==> src/rtl/generator_pkg.sv <==
// ============================================================================
// generator_pkg : shared mode/state constants for burst_generator
// Rev 1.0
// ============================================================================
`default_nettype none

package generator_pkg;

   typedef logic [1:0] mode_t;

   localparam mode_t MODE_UP   = 2'd0;
   localparam mode_t MODE_DOWN = 2'd1;
   localparam mode_t MODE_LFSR = 2'd2;
   localparam mode_t MODE_HOLD = 2'd3;

   localparam logic [0:0] ST_IDLE = 1'b0;
   localparam logic [0:0] ST_RUN  = 1'b1;

   // Maximal-length Galois feedback mask for an 8-bit register
   localparam logic [7:0] TAPS_DEFAULT_W8 = 8'hB8;

endpackage

`default_nettype wire

==> src/rtl/generator_step.sv <==
// ============================================================================
// generator_step : combinational next-value / wrap computation per mode
// LFSR datapath present only when GENERATOR_LFSR_EN is defined.
// Rev 1.0
// ============================================================================
`default_nettype none

module generator_step
   import generator_pkg::*;
#(
   parameter int                 WIDTH = 8,
   parameter logic [WIDTH-1:0]   TAPS  = WIDTH'(TAPS_DEFAULT_W8)
) (
   input  logic [WIDTH-1:0] i_cur,
   input  mode_t            i_mode,
   input  logic [WIDTH-1:0] i_limit,
   input  logic [WIDTH-1:0] i_seed,
   output logic [WIDTH-1:0] o_next,
   output logic             o_wrap
);

`ifdef GENERATOR_LFSR_EN
   logic [WIDTH-1:0] w_lfsr;
   assign w_lfsr = (i_cur >> 1) ^ (i_cur[0] ? TAPS : '0);
`else
   // The seed only matters for LFSR wrap detection
   logic w_unused_seed;
   assign w_unused_seed = ^i_seed;
`endif

   always_comb begin
      o_next = i_cur;
      o_wrap = 1'b0;
      case (i_mode)
         MODE_UP: begin
            if ((i_cur == i_limit) || (i_cur == '1)) begin
               o_next = '0;
               o_wrap = 1'b1;
            end else begin
               o_next = i_cur + WIDTH'(1);
            end
         end
         MODE_DOWN: begin
            if (i_cur == '0) begin
               o_next = i_limit;
               o_wrap = 1'b1;
            end else begin
               o_next = i_cur - WIDTH'(1);
            end
         end
`ifdef GENERATOR_LFSR_EN
         MODE_LFSR: begin
            o_next = w_lfsr;
            o_wrap = (w_lfsr == i_seed);
         end
`endif
         default: begin
            o_next = i_cur;
            o_wrap = 1'b0;
         end
      endcase
   end

endmodule

`default_nettype wire

==> src/rtl/burst_generator.sv <==
// ============================================================================
// burst_generator : start-triggered burst source with UP/DOWN/LFSR/HOLD modes
// Optional LFSR mode enabled by defining GENERATOR_LFSR_EN.
// Rev 1.0
// ============================================================================
`default_nettype none

module burst_generator
   import generator_pkg::*;
#(
   parameter int                 WIDTH = 8,
   parameter int                 LEN_W = 16,
   parameter logic [WIDTH-1:0]   TAPS  = WIDTH'(TAPS_DEFAULT_W8)
) (
   input  logic             clk,
   input  logic             res,
   input  logic             en,
   input  logic             start,
   input  logic [1:0]       mode,
   input  logic [WIDTH-1:0] seed,
   input  logic [WIDTH-1:0] limit,
   input  logic [LEN_W-1:0] len,
   output logic [WIDTH-1:0] count,
   output logic             valid,
   output logic             wrap,
   output logic             done
);

   logic [0:0]       r_state;
   logic [WIDTH-1:0] r_count;
   logic             r_wrap;
   logic             r_done;
   mode_t            r_mode;
   logic [WIDTH-1:0] r_limit;
   logic [WIDTH-1:0] r_seed;
   logic [LEN_W-1:0] r_rem;

   logic [WIDTH-1:0] w_seed_load;
   logic [WIDTH-1:0] w_next;
   logic             w_wrap;

`ifdef GENERATOR_LFSR_EN
   // An all-zero LFSR state would lock up, so substitute 1
   assign w_seed_load = ((mode == MODE_LFSR) && (seed == '0)) ? WIDTH'(1) : seed;
`else
   assign w_seed_load = seed;
`endif

   generator_step #(
      .WIDTH (WIDTH),
      .TAPS  (TAPS)
   ) u_step (
      .i_cur   (r_count),
      .i_mode  (r_mode),
      .i_limit (r_limit),
      .i_seed  (r_seed),
      .o_next  (w_next),
      .o_wrap  (w_wrap)
   );

   always_ff @(posedge clk) begin
      if (res) begin
         r_state <= ST_IDLE;
         r_count <= '0;
         r_wrap  <= 1'b0;
         r_done  <= 1'b0;
         r_mode  <= MODE_UP;
         r_limit <= '0;
         r_seed  <= '0;
         r_rem   <= '0;
      end else begin
         r_done <= 1'b0;
         case (r_state)
            ST_IDLE: begin
               r_wrap <= 1'b0;
               if (start) begin
                  if (len == '0) begin
                     r_done <= 1'b1;
                  end else begin
                     r_state <= ST_RUN;
                     r_count <= w_seed_load;
                     r_seed  <= w_seed_load;
                     r_mode  <= mode_t'(mode);
                     r_limit <= limit;
                     r_rem   <= len;
                  end
               end
            end
            ST_RUN: begin
               if (en) begin
                  r_count <= w_next;
                  r_wrap  <= w_wrap;
                  r_rem   <= r_rem - LEN_W'(1);
                  if (r_rem == LEN_W'(1)) begin
                     r_state <= ST_IDLE;
                     r_done  <= 1'b1;
                  end
               end
            end
            default: r_state <= ST_IDLE;
         endcase
      end
   end

   assign count = r_count;
   assign valid = (r_state == ST_RUN);
   assign wrap  = r_wrap;
   assign done  = r_done;

endmodule

`default_nettype wire

==> config.mk <==
export PLATFORM = sky130hd
export DESIGN_NAME = burst_generator
export DESIGN_NICKNAME = d
export VERILOG_FILES = /design/src/rtl/generator_pkg.sv /design/src/rtl/generator_step.sv /design/src/rtl/burst_generator.sv
export SDC_FILE = /design/constraint.sdc
export NUM_CORES = 1
export LEC_CHECK = 0
export ABC_AREA = 1
export CAP_MARGIN = 10
export CORE_MARGIN = 5
export CORE_UTILIZATION = 53
export DETAILED_ROUTE_END_ITERATION = 8
export PLACE_DENSITY = 0.8
export RECOVER_POWER = 25
export SLEW_MARGIN = 30
export SYNTH_ARGS = -nofsm -noshare
export SYNTH_HDL_FRONTEND = slang
export SYNTH_SLANG_ARGS = --single-unit
==> constraint.sdc <==
create_clock -name clk -period 1.9 [get_ports clk]
set_input_delay 0.285 -clock clk [delete_from_list [all_inputs] [get_ports clk]]
set_output_delay 0.285 -clock clk [all_outputs]
set_load 0.01 [all_outputs]
Word level (Yosys, flattened, before mapping)
Index checks and enable logic that the tools add are counted.
{ "word_totals": {"ff_bits": 37, "in_bits": 38, "output_inout_bits": 11, "word_cells": 53} }
{ "classes": {"add_sub_neg": 3, "n_eq_ne": 8, "n_mux": 26, "bitwise_logic": 2, "reduce_logical": 7} }
{ "ops": {"columns": ["operator", "n"], "rows": [
  ["16-bit two-way mux", 3],
  ["8-bit two-way mux", 5],
  ["16-bit one-hot mux with 2 select lines", 1],
  ["8-bit one-hot mux with 2 select lines", 2],
  ["16-bit by 1-bit equality test with 1-bit output, second input constant", 1],
  ["16-bit logical NOT", 1],
  ["16-bit by 1-bit subtractor with 16-bit output, second input constant", 1],
  ["1-bit two-way mux", 11],
  ["8-bit by 1-bit adder with 8-bit output, second input constant", 1],
  ["8-bit equality test", 1],
  ["8-bit equality test, second input constant", 1],
  ["8-bit logical NOT", 1],
  ["1-bit one-hot mux with 2 select lines", 4],
  ["8-bit by 1-bit subtractor with 8-bit output, second input constant", 1],
  ["2-bit inequality test, second input constant", 3],
  ["3-bit AND reduction", 2],
  ["4-bit AND reduction", 1],
  ["3-bit by 1-bit inequality test with 1-bit output, second input constant", 1],
  ["2-bit by 1-bit equality test with 1-bit output, second input constant", 1],
  ["2-bit logical NOT", 1],
  ["1-bit NOT", 2],
  ["1-bit logical OR", 1]
]} }

Longest topological paths before layout
Gate-level depths: netlist (run 1).
{ "depth": {"word_depth": 6, "mapped_depth": 12, "mapped_depth_nobuf": 12} }

By module
Synthesis (run 1) repeated with hierarchy kept, for this count alone.
{ "hier_totals": {"hier_cells": 544, "hier_area_um2": 3508.4} }
{ "modules_own_cells": {"columns": ["module", "instances", "cells_each", "area_each_um2", "seq_area_each_um2"], "rows": [
  ["burst_generator", 1, 383, 2638.8, 900.9],
  ["generator_step", 1, 161, 869.6, 0.0]
]} }

Least setup slack after synthesis (run 1)
Ideal clock, no wire load.
{ "synth_timing": {"path_type": "register to register", "startpoint": "reg r_count[0], in the netlist count[0]", "endpoint": "reg r_count[5], in the netlist count[5]", "setup_ps": 132, "arrival_time_ps": 1376, "t_required_ps": 1768, "setup_slack_ps": 391, "stages_incl_launch_ff": 11, "n_path_buf": 0, "synth_period_minus_slack_ps": 1509, "path_cell_list": "dfxtp_1 inv_1 ha_1 nand3_2 inv_2 nand2_4 nand3_1 a21oi_1 nand2_1 nand2_1 a21oi_1"} }
{ "synth_between": {"elab_chain_len": 6, "word_cells_on_any_way": 11, "cone_classes": "2 x add/sub; 2 x eq/ne; 5 x mux; 2 x reduce/logical"} }
{ "synth_rtl": {"columns": ["item", "line", "source"], "rows": [
  ["from (decl)", "burst_generator.sv:30", "logic [WIDTH-1:0] r_count;"],
  ["from (signal assigned)", "burst_generator.sv:81", "r_count <= w_seed_load;"],
  ["from (signal assigned)", "burst_generator.sv:91", "r_count <= w_next;"],
  ["parallel branches: the longest is 3 deep, another holds 8-bit by 1-bit subtractor with 8-bit output", null, null],
  ["8-bit one-hot mux with 2 select lines (*)", "generator_step.sv:34", "case (i_mode)"],
  ["8-bit two-way mux (*)", "burst_generator.sv:90", "if (en) begin"],
  ["8-bit one-hot mux with 2 select lines (*)", "burst_generator.sv:73", "case (r_state)"]
]} }
Mark *: on every way between the ends. The select of a mux whose other input is x is not followed.
A chain may end at the register's enable or synchronous reset.

Worst setup path after layout (run 1)
{ "layout_timing": {"startpoint": "reg r_count[5], in the netlist count[5]", "endpoint": "out count[5]"} }
{ "layout_rtl": {"columns": ["item", "line", "source"], "rows": [
  ["to (decl)", "burst_generator.sv:23", "output logic [WIDTH-1:0] count,"]
]} }
No word-level cell between the ends.

==> results.yml, run 1 <==
sta:
  hold_viol_final: 0
  skew_ns: 0.00618
  rsz0062_at_grt: "false"
  min_period_over_period_pct: 95.9
  max_freq_ghz: 0.549
  tightest_slew_ns: 0.471
  fin_crit_ns: 1.82
  slew_viol_final: 0
  setup_violations: 0
  slew_headroom_pct: 68.5
clock_tree:
  tritoncts: "done"
  clock_path_buffers: 2
  htree_levels: 2
  clkTransAtPathRegs_ns: 0.07
  cts_root_buf: "clkbuf_8"
  hold_buffers: 0
  cts_buffers: 5
  insertion_delay_ns: 0.29
  cts.sinks: 37
pwr:
  leakage_nw: 1.53
  p_seq_share_pct: 39.4
  pwr-share-clk_pct: 23.5
  internal_power_mw: 1.50
  ir_drop_uv: 479
  power_frac_comb_pct: 37.1
  p_total_mw: 2.38
  switching_share_pct: 36.8
  p_sw_uw: 874
  power_density_nw_per_um2: 700
routing:
  drt_iter0_drc: 183
  wl_per_cell_um: 12.9
  vias: 2941
  antenna_left: 0
  drtPass1Iterations: 4
  vias_per_cell: 5.16
  wirelength_mm: 7.34
  drcViolationCount: 0
global_route:
  grt_use_met3_pct: 3.62
  antenna_found_initial: 0
  grt_usage_pct: 23.6
  grtUsageMet1_pct: 29.7
  grt.met2_usage_pct: 40.6
  grt.busiest_layer: "met2"
  grt_pass1_wl_mm: 12.2
  overflow: 0
  grt_pass1_vias: 2695
  grt_max_degree: 25
floorplanning:
  coreArea_um2: 5040
  die_w_um: 81.5
  fp.dieH_um: 81.5
  start_util_pct: 53.8
  rows: 26
  pin_count: 49
  die_area_um2: 6650
synthesis:
  ys_types: 35
  postSynthAreaPerCell_um2: 6.07
  synth_nets: 490
  synth_top_family_by_area: "simple AND/OR/NAND/NOR gates"
  synth_top_area_cell: "dfxtp_1"
  yosys-top-cells-area: "dfxtp_1, nand2_1, a21oi_1"
  synth_compound_area_share_pct: 16.3
  yosysSeqAreaShare_pct: 27.3
  synth_xor_area_share_pct: 2.91
  synth_cells: 447
  synthSimpleGateAreaFrac_pct: 40.0
  synth_area_um2: 2710
  synth_adder_area_share_pct: 2.31
  async_reset_ff_share_pct: 0
  synth_edf_count: 0
  synth_top_area_share_pct: 27.3
  synth-seq-cells: 37
  yosysWarnings: 0
  ys.flop_type: "dfxtp_1"
  synth_mux_area_share_pct: 0
layout:
  ff_latch_area_um2: 742
  mostFrequentLayoutCell: "nand2_1"
  layout.nets: 543
  antenna-diode-count: 0
  final_cell_area_um2: 3400
  multi_input_area_um2: 1670
  drive_gt1_share_pct: 11.0
  synthToLayoutAreaGrowth_pct: 25.2
  final_cell_mix: "nand2_1, nor2_1, inv_1, clkdlybuf4s50_1, a21oi_1"
  fill_cells: 475
  final_util_pct: 67.4
worst_setup_path:
  crit_path_start: "count[5]"
  slowest_stage: "clkdlybuf4s50_1"
  crit_buf_inv: 1
  cp_max_fo: 11
  cp-start-kind: "register"
  cp.required_ns: 1.62
  cp.arrival_ns: 1.54
  r2r_start: "count[1]"
  cp-end-kind: "primary output"
  path_class: "reg2out"
  slowest_delay_ns: 0.63
  cp_top_family: "buffers and inverters"
  crit_chain: "clkdlybuf4s50_1"
status:
  status: "complete, no violations"
place:
  io_buffers: 48
  post-dp-hpwl_mm: 5.72
  placed_cell_area_um2: 3290
  gp_congestion: 0.907
hold_path:
  hold_start: "wrap"
  hp-class: "reg2reg"
run:
  max-cap-violations: 0
stage by stage:
step	hold slack (ns)	setup TNS, ns	std cells	setup WS, ns
finish	0.466	0	570	0.0776
detailed placement	0.461	-0.641	561	-0.0953
CTS	0.470	0	568	0.0890
floorplan	0.428	0	447	0.391
global route	0.496	0	570	0.0175
global placement	0.455	-0.292	561	-0.0600
cell type report:
cell class	count	area share (%)
timing repair buffer	65	17.8
clock buffer	7	2.54
sequential	37	21.8
tap	70	2.58
multi-input combinational	338	49.2
inverter	53	5.97
worst paths after layout:
| check | endpoint | slack (ns) | depth (start not counted) |
|---|---|---|---|
| hold reg to reg | wrap | 0.47 | 2 |
| setup / recovery | count[5] | 0.08 | 1 |
| setup reg to reg | count[6] | 0.19 | 9 |
| hold / removal | wrap | 0.47 | 2 |
power groups by stage:
| stage | combinational, mW | sequential [mW] | clock (mW) |
|---|---|---|---|
| 3_3_place_gp | 0.855 | 0.951 | 0 |
| 5_1_grt | 0.998 | 0.949 | 0.599 |
| 3_5_place_dp | 0.870 | 0.951 | 0 |
| 2_1_floorplan | 0.617 | 0.927 | 0 |
| 4_1_cts | 0.874 | 0.934 | 0.570 |
| 6_report | 0.882 | 0.938 | 0.558 |
kinds of logic after synthesis:
group	Yosys count
flip-flops	37
AO/OA/AOI/OAI	86
adder cells (fa/ha/maj)	5
AND/OR/NAND/NOR	238
XOR/XNOR	9
buffers and inverters	72
synthesized netlist by cell type (2+ instances only):
cell,instances
a21oi_1,43
buf_2,9
buf_4,2
clkbuf_1,4
dfxtp_1,37
ha_1,5
inv_1,47
inv_2,6
nand2_1,108
nand2_2,3
nand2_4,2
nand3_1,39
nand3_2,2
nand4_1,11
nor2_1,50
nor2_2,8
nor2_4,3
nor3_1,6
o21ai_0,35
o21ai_1,3
or2_2,3
xnor2_1,5
xor2_1,4
worst min-delay path, cell delays in order (launching register included):
cell and delay (ns):
dfxtp_1 0.31, nand2_1 0.06, a21oi_1 0.06
routing by layer:
metal,vias to the layer above,wire [um]
met5,-,0
met4,0,154
met3,15,441
met2,81,3630
met1,1297,3120
li1,1548,-
flip-flops by register name (all words and copies together) (netlist names):
signal / count
valid: 1
done: 1
wrap: 1
count: 8
r_rem: 16
r_limit: 8
r_mode: 2
timing repair:
item	in CTS	in global routing
setup endpoints to repair	0	2
gates resized for setup	0	3
setup buffers	0	2
Note: power is estimated with default switching activity, not from simulation.
==> inputs of run 2 (changes only) <==
--- a/config.mk
+++ b/config.mk
@@ -10,7 +10,8 @@
 export CORE_MARGIN = 5
 export CORE_UTILIZATION = 53
 export DETAILED_ROUTE_END_ITERATION = 8
-export PLACE_DENSITY = 0.8
+export DONT_BUFFER_PORTS = 1
+export PLACE_DENSITY = 0.67
 export RECOVER_POWER = 25
 export SLEW_MARGIN = 30
 export SYNTH_ARGS = -nofsm -noshare
==> run 2 against run 1 <==
Die area unchanged. Worst setup slack better by 0.093 ns. Critical endpoint is now count[7]. Sequential power shrank 0.6%. Power fell by 6.4%. Highest routed layer unchanged. Flip-flop and latch count is the same.
==> results.yml, run 2 (same netlist as run 1, synthesis figures left out) <==
layout:
  antenna-diode-count: 0
  drive_gt1_share_pct: 10.0
  mostFrequentLayoutCell: "nand2_1"
  regMostFlops: "r_rem"
  ff_latch_area_um2: 741
  multi_input_area_um2: 1670
  layout.nets: 490
  final_cell_mix: "nand2_1, nor2_1, inv_1, a21oi_1, nand3_1"
  synthToLayoutAreaGrowth_pct: 5.30
  stdcell_count: 518
  fill_cells: 532
  largest_reg_flops: 16
worst_setup_path:
  cp.arrival_ns: 1.92
  path_class: "reg2reg"
  cp_max_fo: 9
  cp-end-kind: "register"
  cp.required_ns: 2.09
  crit_path_start: "count[1]"
  r2r_start: "count[1]"
  cp-start-kind: "register"
sta:
  skew_ns: 0.00894
  tightest_slew_ns: 0.509
  setup_ws_ns: 0.171
  hold_viol_final: 0
  rsz0062_at_grt: "false"
  slew_viol_final: 0
  setup_violations: 0
  max_freq_ghz: 0.578
  min_period_over_period_pct: 91.0
  setup_tns_ns: 0
  slew_headroom_pct: 66.0
  fin_crit_ns: 1.73
  whs_ns: 0.0528
pwr:
  power_density_nw_per_um2: 779
  leakage_nw: 1.30
  ir_drop_uv: 346
routing:
  drcViolationCount: 0
  drtPass1Iterations: 4
  drt_iter0_drc: 154
  vias_per_cell: 5.41
  vias: 2801
  wirelength_mm: 7.17
  antenna_left: 0
  wl_per_cell_um: 13.8
clock_tree:
  htree_levels: 2
  ctsResizeCount: 0
  postCtsSetupRepairBufs: 0
  cts.sinks: 37
  cts_buffers: 5
  clkTransAtPathRegs_ns: 0.08
  insertion_delay_ns: 0.29
  cts_root_buf: "clkbuf_8"
  tritoncts: "done"
  clock_path_buffers: 2
  hold_buffers: 0
status:
  status: "complete, no violations"
global_route:
  grt_usage_pct: 23.4
  grt.met2_usage_pct: 43.4
  antenna_found_initial: 0
  grt_use_met3_pct: 4.50
  grt.busiest_layer: "met2"
  grt_pass1_vias: 2678
  grtUsageMet1_pct: 27.0
  overflow: 0
  grt_pass1_wl_mm: 12.2
  grt_max_degree: 39
floorplanning:
  die_w_um: 81.5
  start_util_pct: 53.8
  rows: 26
  fp.dieH_um: 81.5
  coreArea_um2: 5040
  pin_count: 49
  die_area_um2: 6650
run:
  max-cap-violations: 0
place:
  post-dp-hpwl_mm: 5.47
  place_ws_ns: 0.183
  gp_congestion: 0.929
  io_buffers: 0
  dp.cells: 510
hold_path:
  hp-class: "in2reg"
  hold_start: "res"
run 2: changes by cell type in the layout (fill, tap and decap cells not counted), sizes merged:
cell and change:
clkbuf +1, clkinvlp -1, dlygate4sd3 -2, inv +1, buf -7, clkdlybuf4s50 -46
clkinv +2
run 2: path summary, 6_finish.rpt:
kind,to,slack [ns],cells after the start
hold / removal,r_rem[15],0.05,1
setup / recovery,count[7],0.17,8
setup reg to reg,count[7],0.17,8
hold reg to reg,r_rem[2],0.46,2
run 2: final cells by class:
type                            instances  area share [%]
Timing Repair Buffer                   12            2.67
Sequential cell                        37            25.9
Clock inverter                          2           0.350
Multi-Input combinational cell        338            58.5
Clock buffer                            6            2.54
Inverter                               53            6.96
Tap cell                               70            3.07
run 2: metal layers:
metal  wire (um)  share of wire (%)
met1        2960                 41
met2        3790                 53
met3         323                4.5
met4          91                1.3
met5           0                  0
run 2: where the power goes:
part,internal (mW),switching [mW],leakage [nW]
clock,0.255,0.289,0.0450
sequential,0.845,0.0868,0.306
combinational,0.263,0.487,0.952
total,1.36,0.862,1.30
run 2: critical path, cell delays in order (launching register included):
cell	delay [ns]
dfxtp_1	0.49
ha_1	0.26
nand2_1	0.15
nor2_4	0.19
nand4_4	0.17
nand4_1	0.18
nand2_1	0.07
nand2_1	0.07
a21oi_2	0.05
run 2: stage by stage:
step                utilization (%)  total power [mW]  cell area, um2
global placement               55.3              1.70            2790
floorplan                         -              1.54            2710
detailed placement             55.3              1.70            2790
CTS                            56.9              2.24            2870
global route                   56.7              2.40            2860
finish                         56.7              2.22            2860
==> inputs of run 3 (changes only) <==
--- a/config.mk
+++ b/config.mk
@@ -13,7 +13,7 @@
 export DONT_BUFFER_PORTS = 1
 export PLACE_DENSITY = 0.67
 export RECOVER_POWER = 25
-export SLEW_MARGIN = 30
+export SLEW_MARGIN = 10
 export SYNTH_ARGS = -nofsm -noshare
 export SYNTH_HDL_FRONTEND = slang
 export SYNTH_SLANG_ARGS = --single-unit
==> results of run 3 <==
Same layout as run 2: the final DEF is identical, and so are final timing and power.
